`src/rtl/map_table.sv`:
```
// Two-wide register-rename map table.
// Holds the speculative map, per-arch-reg ready bits and the retirement map used
// for single-cycle recovery on a branch mispredict. Lookups are combinational on
// current state; all state changes take effect at the next rising clock edge.
module map_table #(
  parameter int unsigned NUM_ARCH = 32,
  parameter int unsigned TAG_W    = 7
) (
  input  logic                        clock,
  input  logic                        reset,
  input  logic [1:0]                  id_dispatch_num,
  input  logic [$clog2(NUM_ARCH)-1:0] id_dest_a,
  input  logic [$clog2(NUM_ARCH)-1:0] id_dest_b,
  input  logic [$clog2(NUM_ARCH)-1:0] id_src1_a,
  input  logic [$clog2(NUM_ARCH)-1:0] id_src2_a,
  input  logic [$clog2(NUM_ARCH)-1:0] id_src1_b,
  input  logic [$clog2(NUM_ARCH)-1:0] id_src2_b,
  input  logic [TAG_W-1:0]            fl_mt_a,
  input  logic [TAG_W-1:0]            fl_mt_b,
  input  logic                        cdb_valid_a,
  input  logic                        cdb_valid_b,
  input  logic [TAG_W-1:0]            cdb_tag_a,
  input  logic [TAG_W-1:0]            cdb_tag_b,
  input  logic [1:0]                  rob_retire_num,
  input  logic [$clog2(NUM_ARCH)-1:0] rob_retire_dest_a,
  input  logic [$clog2(NUM_ARCH)-1:0] rob_retire_dest_b,
  input  logic [TAG_W-1:0]            rob_retire_tag_a,
  input  logic [TAG_W-1:0]            rob_retire_tag_b,
  input  logic                        branch_mispredict,
  output logic [TAG_W-1:0]            mt_src1_a,
  output logic [TAG_W-1:0]            mt_src2_a,
  output logic [TAG_W-1:0]            mt_src1_b,
  output logic [TAG_W-1:0]            mt_src2_b,
  output logic                        mt_rdy1_a,
  output logic                        mt_rdy2_a,
  output logic                        mt_rdy1_b,
  output logic                        mt_rdy2_b,
  output logic [TAG_W-1:0]            mt_told_a,
  output logic [TAG_W-1:0]            mt_told_b
);

  localparam int unsigned AW = $clog2(NUM_ARCH);

  logic [TAG_W-1:0] spec_map_q [NUM_ARCH];
  logic [TAG_W-1:0] spec_map_d [NUM_ARCH];
  logic [TAG_W-1:0] arch_map_q [NUM_ARCH];
  logic [TAG_W-1:0] arch_map_d [NUM_ARCH];
  logic             ready_q    [NUM_ARCH];
  logic             ready_d    [NUM_ARCH];

  logic disp_a, disp_b, ret_a, ret_b, pair;

  // Dispatch count 3 is treated as no dispatch.
  assign disp_a = (id_dispatch_num == 2'd1) || (id_dispatch_num == 2'd2);
  assign disp_b = (id_dispatch_num == 2'd2);
  assign pair   = disp_b;
  assign ret_a  = (rob_retire_num != 2'd0);
  assign ret_b  = (rob_retire_num == 2'd2);

  // A tag on either CDB slot this cycle is ready now.
  function automatic logic cdb_hit(input logic [TAG_W-1:0] tag, input logic va,
                                   input logic [TAG_W-1:0] ta, input logic vb,
                                   input logic [TAG_W-1:0] tb);
    return (va && (ta == tag)) || (vb && (tb == tag));
  endfunction

  // Source lookup with CDB bypass, intra-bundle forwarding for slot b, and told.
  always_comb begin
    mt_src1_a = spec_map_q[id_src1_a];
    mt_src2_a = spec_map_q[id_src2_a];
    mt_src1_b = spec_map_q[id_src1_b];
    mt_src2_b = spec_map_q[id_src2_b];
    mt_rdy1_a = ready_q[id_src1_a] ||
                cdb_hit(mt_src1_a, cdb_valid_a, cdb_tag_a, cdb_valid_b, cdb_tag_b);
    mt_rdy2_a = ready_q[id_src2_a] ||
                cdb_hit(mt_src2_a, cdb_valid_a, cdb_tag_a, cdb_valid_b, cdb_tag_b);
    mt_rdy1_b = ready_q[id_src1_b] ||
                cdb_hit(mt_src1_b, cdb_valid_a, cdb_tag_a, cdb_valid_b, cdb_tag_b);
    mt_rdy2_b = ready_q[id_src2_b] ||
                cdb_hit(mt_src2_b, cdb_valid_a, cdb_tag_a, cdb_valid_b, cdb_tag_b);
    // Slot b reads the value produced by slot a in the same bundle.
    if (pair && (id_src1_b == id_dest_a)) begin
      mt_src1_b = fl_mt_a;
      mt_rdy1_b = 1'b0;
    end
    if (pair && (id_src2_b == id_dest_a)) begin
      mt_src2_b = fl_mt_a;
      mt_rdy2_b = 1'b0;
    end
    mt_told_a = spec_map_q[id_dest_a];
    mt_told_b = (pair && (id_dest_b == id_dest_a)) ? fl_mt_a : spec_map_q[id_dest_b];
  end

  // Next-state: retire into arch map; recover or apply CDB then dispatch to spec map.
  always_comb begin
    for (int i = 0; i < NUM_ARCH; i++) begin
      arch_map_d[i] = arch_map_q[i];
      spec_map_d[i] = spec_map_q[i];
      ready_d[i]    = ready_q[i];
    end
    if (ret_a) arch_map_d[rob_retire_dest_a] = rob_retire_tag_a;
    if (ret_b) arch_map_d[rob_retire_dest_b] = rob_retire_tag_b;

    if (branch_mispredict) begin
      // Recovery includes retires committing in this same cycle.
      for (int i = 0; i < NUM_ARCH; i++) begin
        spec_map_d[i] = arch_map_d[i];
        ready_d[i]    = 1'b1;
      end
    end else begin
      for (int i = 0; i < NUM_ARCH; i++) begin
        if (cdb_hit(spec_map_q[i], cdb_valid_a, cdb_tag_a, cdb_valid_b, cdb_tag_b)) begin
          ready_d[i] = 1'b1;
        end
      end
      // Dispatch clears are applied after CDB sets so they take priority.
      if (disp_a) begin
        spec_map_d[id_dest_a] = fl_mt_a;
        ready_d[id_dest_a]    = 1'b0;
      end
      if (disp_b) begin
        spec_map_d[id_dest_b] = fl_mt_b;
        ready_d[id_dest_b]    = 1'b0;
      end
    end
  end

  // State registers; synchronous reset to the identity mapping, all ready.
  always_ff @(posedge clock) begin
    if (reset) begin
      for (int i = 0; i < NUM_ARCH; i++) begin
        spec_map_q[i] <= TAG_W'(i);
        arch_map_q[i] <= TAG_W'(i);
        ready_q[i]    <= 1'b1;
      end
    end else begin
      for (int i = 0; i < NUM_ARCH; i++) begin
        spec_map_q[i] <= spec_map_d[i];
        arch_map_q[i] <= arch_map_d[i];
        ready_q[i]    <= ready_d[i];
      end
    end
  end

  logic unused_aw;
  assign unused_aw = (AW == 0);

endmodule

```
`config.mk`:
```
export PLATFORM = sky130hd
export DESIGN_NAME = map_table
export DESIGN_NICKNAME = d
export VERILOG_FILES = /design/src/rtl/map_table.sv
export SDC_FILE = /design/constraint.sdc
export NUM_CORES = 2
export LEC_CHECK = 0
export ABC_AREA = 1
export CORE_MARGIN = 2
export CORE_UTILIZATION = 28
export DETAILED_ROUTE_END_ITERATION = 8
export PLACE_DENSITY = 0.42
export SETUP_SLACK_MARGIN = 0.5
export SLEW_MARGIN = 5
export SYNTH_ARGS = -nofsm -noshare
export SYNTH_HDL_FRONTEND = slang
export SYNTH_SLANG_ARGS = --single-unit
```
`constraint.sdc`:
```
create_clock -name clock -period 2.7 [get_ports clock]
set_clock_uncertainty 0.05 [all_clocks]
set_input_delay 0.54 -clock clock [delete_from_list [all_inputs] [get_ports clock]]
set_output_delay 0.54 -clock clock [all_outputs]
set_load 0.01 [all_outputs]
```
# == Word-level counts from Yosys, hierarchy flattened ==
# Memories as Yosys holds them, arrays and structs flattened.
# Cells that the tools add are included.
# totals
register_bits,0
input_bits,91
n_memories,3
mem_bits_rw,480
out_inout_bits,46
# mem_list
name,words,width,read_ports,rd_ports_with_merged_regs,write_ports,line_no,source
arch_map_q,32,7,32,0,32,46,logic [TAG_W-1:0] arch_map_q [NUM_ARCH];
spec_map_q,32,7,38,0,32,44,logic [TAG_W-1:0] spec_map_q [NUM_ARCH];
ready_q,32,1,36,0,32,48,logic ready_q [NUM_ARCH];
# op_classes
n_mux,194
n_eq_ne,78
n_bitwise,104
reduce_logical,121
order_cmp,8
# ops
operator,count
2-to-1 mux 224 bit,6
bitwise mux 224 bit,4
equality test 7 bit,72
2-to-1 mux 7 bit,71
demux 7 bit (select 5 bit),4
2-to-1 mux 32 bit,4
2-to-1 mux 1 bit,103
bitwise OR 1 bit,96
logical AND 1 bit,79
bitwise AND 32 bit,2
NOT 32 bit,2
logical OR 1 bit,41
">= comparator 6 bit, second input constant",4
"less-than comparator 6 x 1 -> 1 bit, second input constant",4
NOT 5 -> 6 bit,4
equality test 5 bit,3
demux 1 bit (select 5 bit),2
"equality test 2 bit, second input constant",2
"equality test 2 x 1 -> 1 bit, second input constant",1
nonzero test 2 bit,1

# == Logic depth before layout (Yosys ltp) ==
# depth
word_depth,13
depth_mapped,19
mapped_depth_nobuf,17

# == Worst setup path before layout ==
# No wires, ideal clock.
# synth_timing
path_kind,input -> output
start,input port id_src1_a[1]
end,output port mt_rdy1_a
cell_stages,15
path_slack_ns,0.059
t_arrival_ns,2.051
n_path_buf,3
t_required_ns,2.110
path_cell_list,buf_2 -> inv_1 -> buf_2 -> buf_2 -> o21ai_0 -> o211ai_1 -> nand3_1 -> nand3_1 -> nand2_1 -> inv_1 -> nand2_1 -> nand3_1 -> nor2_1 -> nand2_1 -> nand3_1
# synth_between
elab_chain_cells,5
# synth_lines
element,line_no,source
start: declaration,14,"input logic [$clog2(NUM_ARCH)-1:0] id_src1_a,"
memory read (32 x 7 bit) (*),-,
named net mt_src1_a[4],30,"output logic [TAG_W-1:0] mt_src1_a,"
equality test 7 bit,64,return (va && (ta == tag)) || (vb && (tb == tag));
logical AND 1 bit,64,
logical OR 1 bit (*),64,
logical OR 1 bit (*),73,mt_rdy1_a = ready_q[id_src1_a] ||
end: declaration,34,"output logic mt_rdy1_a,"
# Mark *: on every way through the listed nets, which the timed path passes. The rest lies on a longest branch.

==> results.md <==
- RR Endpoint: ready_q[14]$_DFF_P_
- Post-synthesis compound-gate area fraction: 0.358
- Die Span X: 392 microns
- CP endpoint kind: output pin
- Async SR Flop Fraction: 0
- Layout cells sized above 1: 0.404
- Synth area leader: dfxtp_1
- Final slew viol count: 0
- Die area: 154000 sq um
- Clock tree buffer depth: 3
- Largest net degree at the start of global routing: 127
- Clock-pin slew on the worst setup and hold paths: 0.06 ns
- Switching Share: 0.382
- Hold_ws: 0.0744 ns
- Simple-Gate Fraction of Synth Area: 0.282
- Reg2Reg Setup Slack: 0.37 ns
- CTS Hold Buffers Added: 0
- Worst-Skew Late Latency: 0.68 ns
- Pre-antenna DRT Iters: 8
- CP max FO: 3
- Final WS setup: -0.751 ns
- Main combinational cell family by area after synthesis: compound AO/OA/AOI/OAI gates
- Port bufs: 136
- Combinational Power Share: 0.368
- Cells after Synth: 7110
- Synth Area in XOR/XNOR: 0.0135
- Filler Cells Inserted: 15490
- Leak: 0.0302 uW
- Hold path start: reset
- Io pins: 137
- Primary FF master, synth: dfxtp_1
- Initial antenna violation count: 26
- Most frequent cells in the layout: buf_4 (1588), nand2_1 (1321), o21ai_0 (789)
- Site Rows: 142
- Total grt overflow: 0
- Clk pwr share: 0.334
- Die Ht: 392 microns
- Seq pwr share: 0.298
- Post-DRT Antenna Nets: 0
- Number of cells on the worst reg-to-reg path: 11
- Psw: 9350 uW
- WL final: 390000 microns
- HP Class: in -> reg
- Yosys reg bits: 480
- Routed wire per std cell: 35.8 microns
- Seq/Total Area, Yosys: 0.228
- RD Place Congestion: 1.16
- First-pass GRT wire length: 516000 microns
- Total global-route track usage: 0.488
- Synthesized area: 42200 sq um
- DP Wirelength: 306000 microns
- Final Setup Violations: 46
- Max H-tree Level: 2
- Via count: 66789
- R2r startpoint: spec_map_q[14][2]$_SDFF_PP1_
- Post-synth cell types: 52
- Worst Max-Slew Pin Slew: 0.834 ns
- Crit share post-route: 1.28
- Starting density of the core: 0.282
- WHS Path Cells: 2
- Yosys Warn Count: 0
- Worst EP required: 2.11 ns
- Layout net count: 8915
- Number of synthesized flops with an enable pin: 0
- Slew margin rel.: 0.438
- Max IR drop VDD: 0.589 mV
- Layout area overhead: 70.2%
- Placed cell count: 10527
- Vias in the first global route: 59682
- RSZ-0062 raised after global routing: true
- Area contributors post-synth: dfxtp_1 (23%), nand2_1 (14%), o21ai_0 (13%), nand3_1 (8.1%), a21oi_1 (5.8%)
- TritonCTS buffer count: 57
- Setup Crit Path Kind: reg -> out
- Synthesized-area fraction occupied by adder cells: 0.000296
- Final core occ: 0.480
- Vias per std cell: 6.13
- Leading cell type in the layout, fill and taps excluded: buf_4
- Root Buffer: clkbuf_16
- Internal: 15100 uW
- Fin crit period: 3.45 ns
- Max Freq: 0.290 GHz
- DRC: 0
- Status: finished with violations
- Layout Cells excl Fill: 10898
- CORE AREA: 150000 sq um
- Worst Hold End: arch_map_q[1][42]$_SDFF_PP0_
- Failing checks: setup timing
- Worst setup SP type: flop
- CTS tree: yes
- PwrDens: 340 nW/um^2
- Max-Cap Viols: 0
- Syn_area_per_cell: 5.94 sq um
- Worst EP arrival: 2.86 ns
- Post-synth top area share: 0.228
- Post-synthesis mux area share: 0.000711
- Final Hold Vio Count: 0
- Drt initial violations: 10986
- Post-Syn Nets: 7202
- # clock sinks: 480
cell families (layout without fill, tap and decap cells):
family,Yosys count,in the layout
XOR/XNOR,65,65
multiplexers,3,3
AND/OR/NAND/NOR,2749,2749
flip-flops,480,480
other,0,16
adder cells (fa/ha/maj),1,1
buffers and inverters,1258,3014
AO/OA/AOI/OAI,2554,2554
area by class of cell:
type	count	area, sq um	area share
Multi-Input combinational cell	5372	31400	0.438
Sequential cell	480	10000	0.140
Antenna cell	16	40.0	0.000557
Timing Repair Buffer	2364	23400	0.326
Clock buffer	76	1620	0.0225
Clock inverter	26	302	0.00420
Inverter	546	2460	0.0342
Timing Repair inverter	2	15.0	0.000209
Tap cell	2016	2520	0.0351
worst max path at each step:
stage / from / endpoint / slack (ns) / cells after the start
final: spec_map_q[16][4]$_SDFF_PP1_ / mt_told_b[4] / -0.75 / 10
after CTS: spec_map_q[16][4]$_SDFF_PP1_ / mt_told_b[4] / -0.74 / 10
after floorplan: id_src2_a[0] / mt_rdy2_a / 0.20 / 15
after global routing: spec_map_q[22][4]$_SDFF_PP1_ / mt_told_b[4] / -0.75 / 12
after detailed placement: id_dest_b[0] / mt_told_b[2] / -1.91 / 14
after global placement: id_dest_b[0] / mt_told_b[2] / -1.96 / 14
flip-flops by register name (all words and copies together), names as in the netlist:
register	flops
arch_map_q	224
spec_map_q	224
ready_q	32
power groups by stage:
stage | sequential (uW) | combinational, uW | clock (uW)
floorplan | 7430 | 3020 | 0
CTS | 7290 | 8250 | 8260
global route | 7290 | 9100 | 8510
global placement | 7490 | 7420 | 0
detailed placement | 7490 | 7400 | 0
finish | 7300 | 9000 | 8160
metal layers:
| layer | global-route usage | part of all wire |
|---|---|---|
| met1 | 0.651 | 0.41 |
| met2 | 0.638 | 0.37 |
| met3 | 0.203 | 0.15 |
| met4 | 0.299 | 0.077 |
| met5 | 0 | 0.00018 |
metrics by stage:
stage | setup slack (ns) | instance area (sq um) | TNS, ns | power [uW]
3_5_place_dp | -1.91 | 61800 | -191.83 | 14900
4_1_cts | -0.735 | 69400 | -14.69 | 23800
2_1_floorplan | 0.202 | 43300 | 0 | 10400
6_report | -0.751 | 71900 | -16.64 | 24500
3_3_place_gp | -1.96 | 61800 | -188.16 | 14900
5_1_grt | -0.749 | 71800 | -18.28 | 24900
synthesized netlist by cell type, types with 46 or more instances:
| library cell | instances |
|---|---|
| o21ai_0 | 1056 |
| nor2_1 | 311 |
| o211ai_1 | 316 |
| o2111ai_1 | 63 |
| buf_1 | 66 |
| a2111oi_0 | 51 |
| o22ai_1 | 357 |
| inv_1 | 473 |
| inv_2 | 46 |
| dfxtp_1 | 480 |
| clkbuf_1 | 486 |
| nand2_1 | 1564 |
| o221ai_1 | 63 |
| buf_2 | 147 |
| nand3_1 | 680 |
| a22oi_1 | 46 |
| xor2_1 | 54 |
| a21oi_1 | 493 |
critical path, stage by stage (launching register included):
cell and delay, ns:
dfxtp_4 0.37, buf_12 0.14, buf_12 0.12, a22oi_2 0.20, o221ai_4 0.16, a221oi_4 0.45, buf_4 0.20, nand4_1 0.13
o21ai_2 0.15, inv_1 0.09, buf_2 0.15
timing repair:
item	4_1_cts	5_1_grt
pin swaps	324	288
resized for setup	1579	628
gates cloned	13	0
endpoints found under the setup margin	313	401
setup buffers	181	59
(Power assumes the default switching activity.)
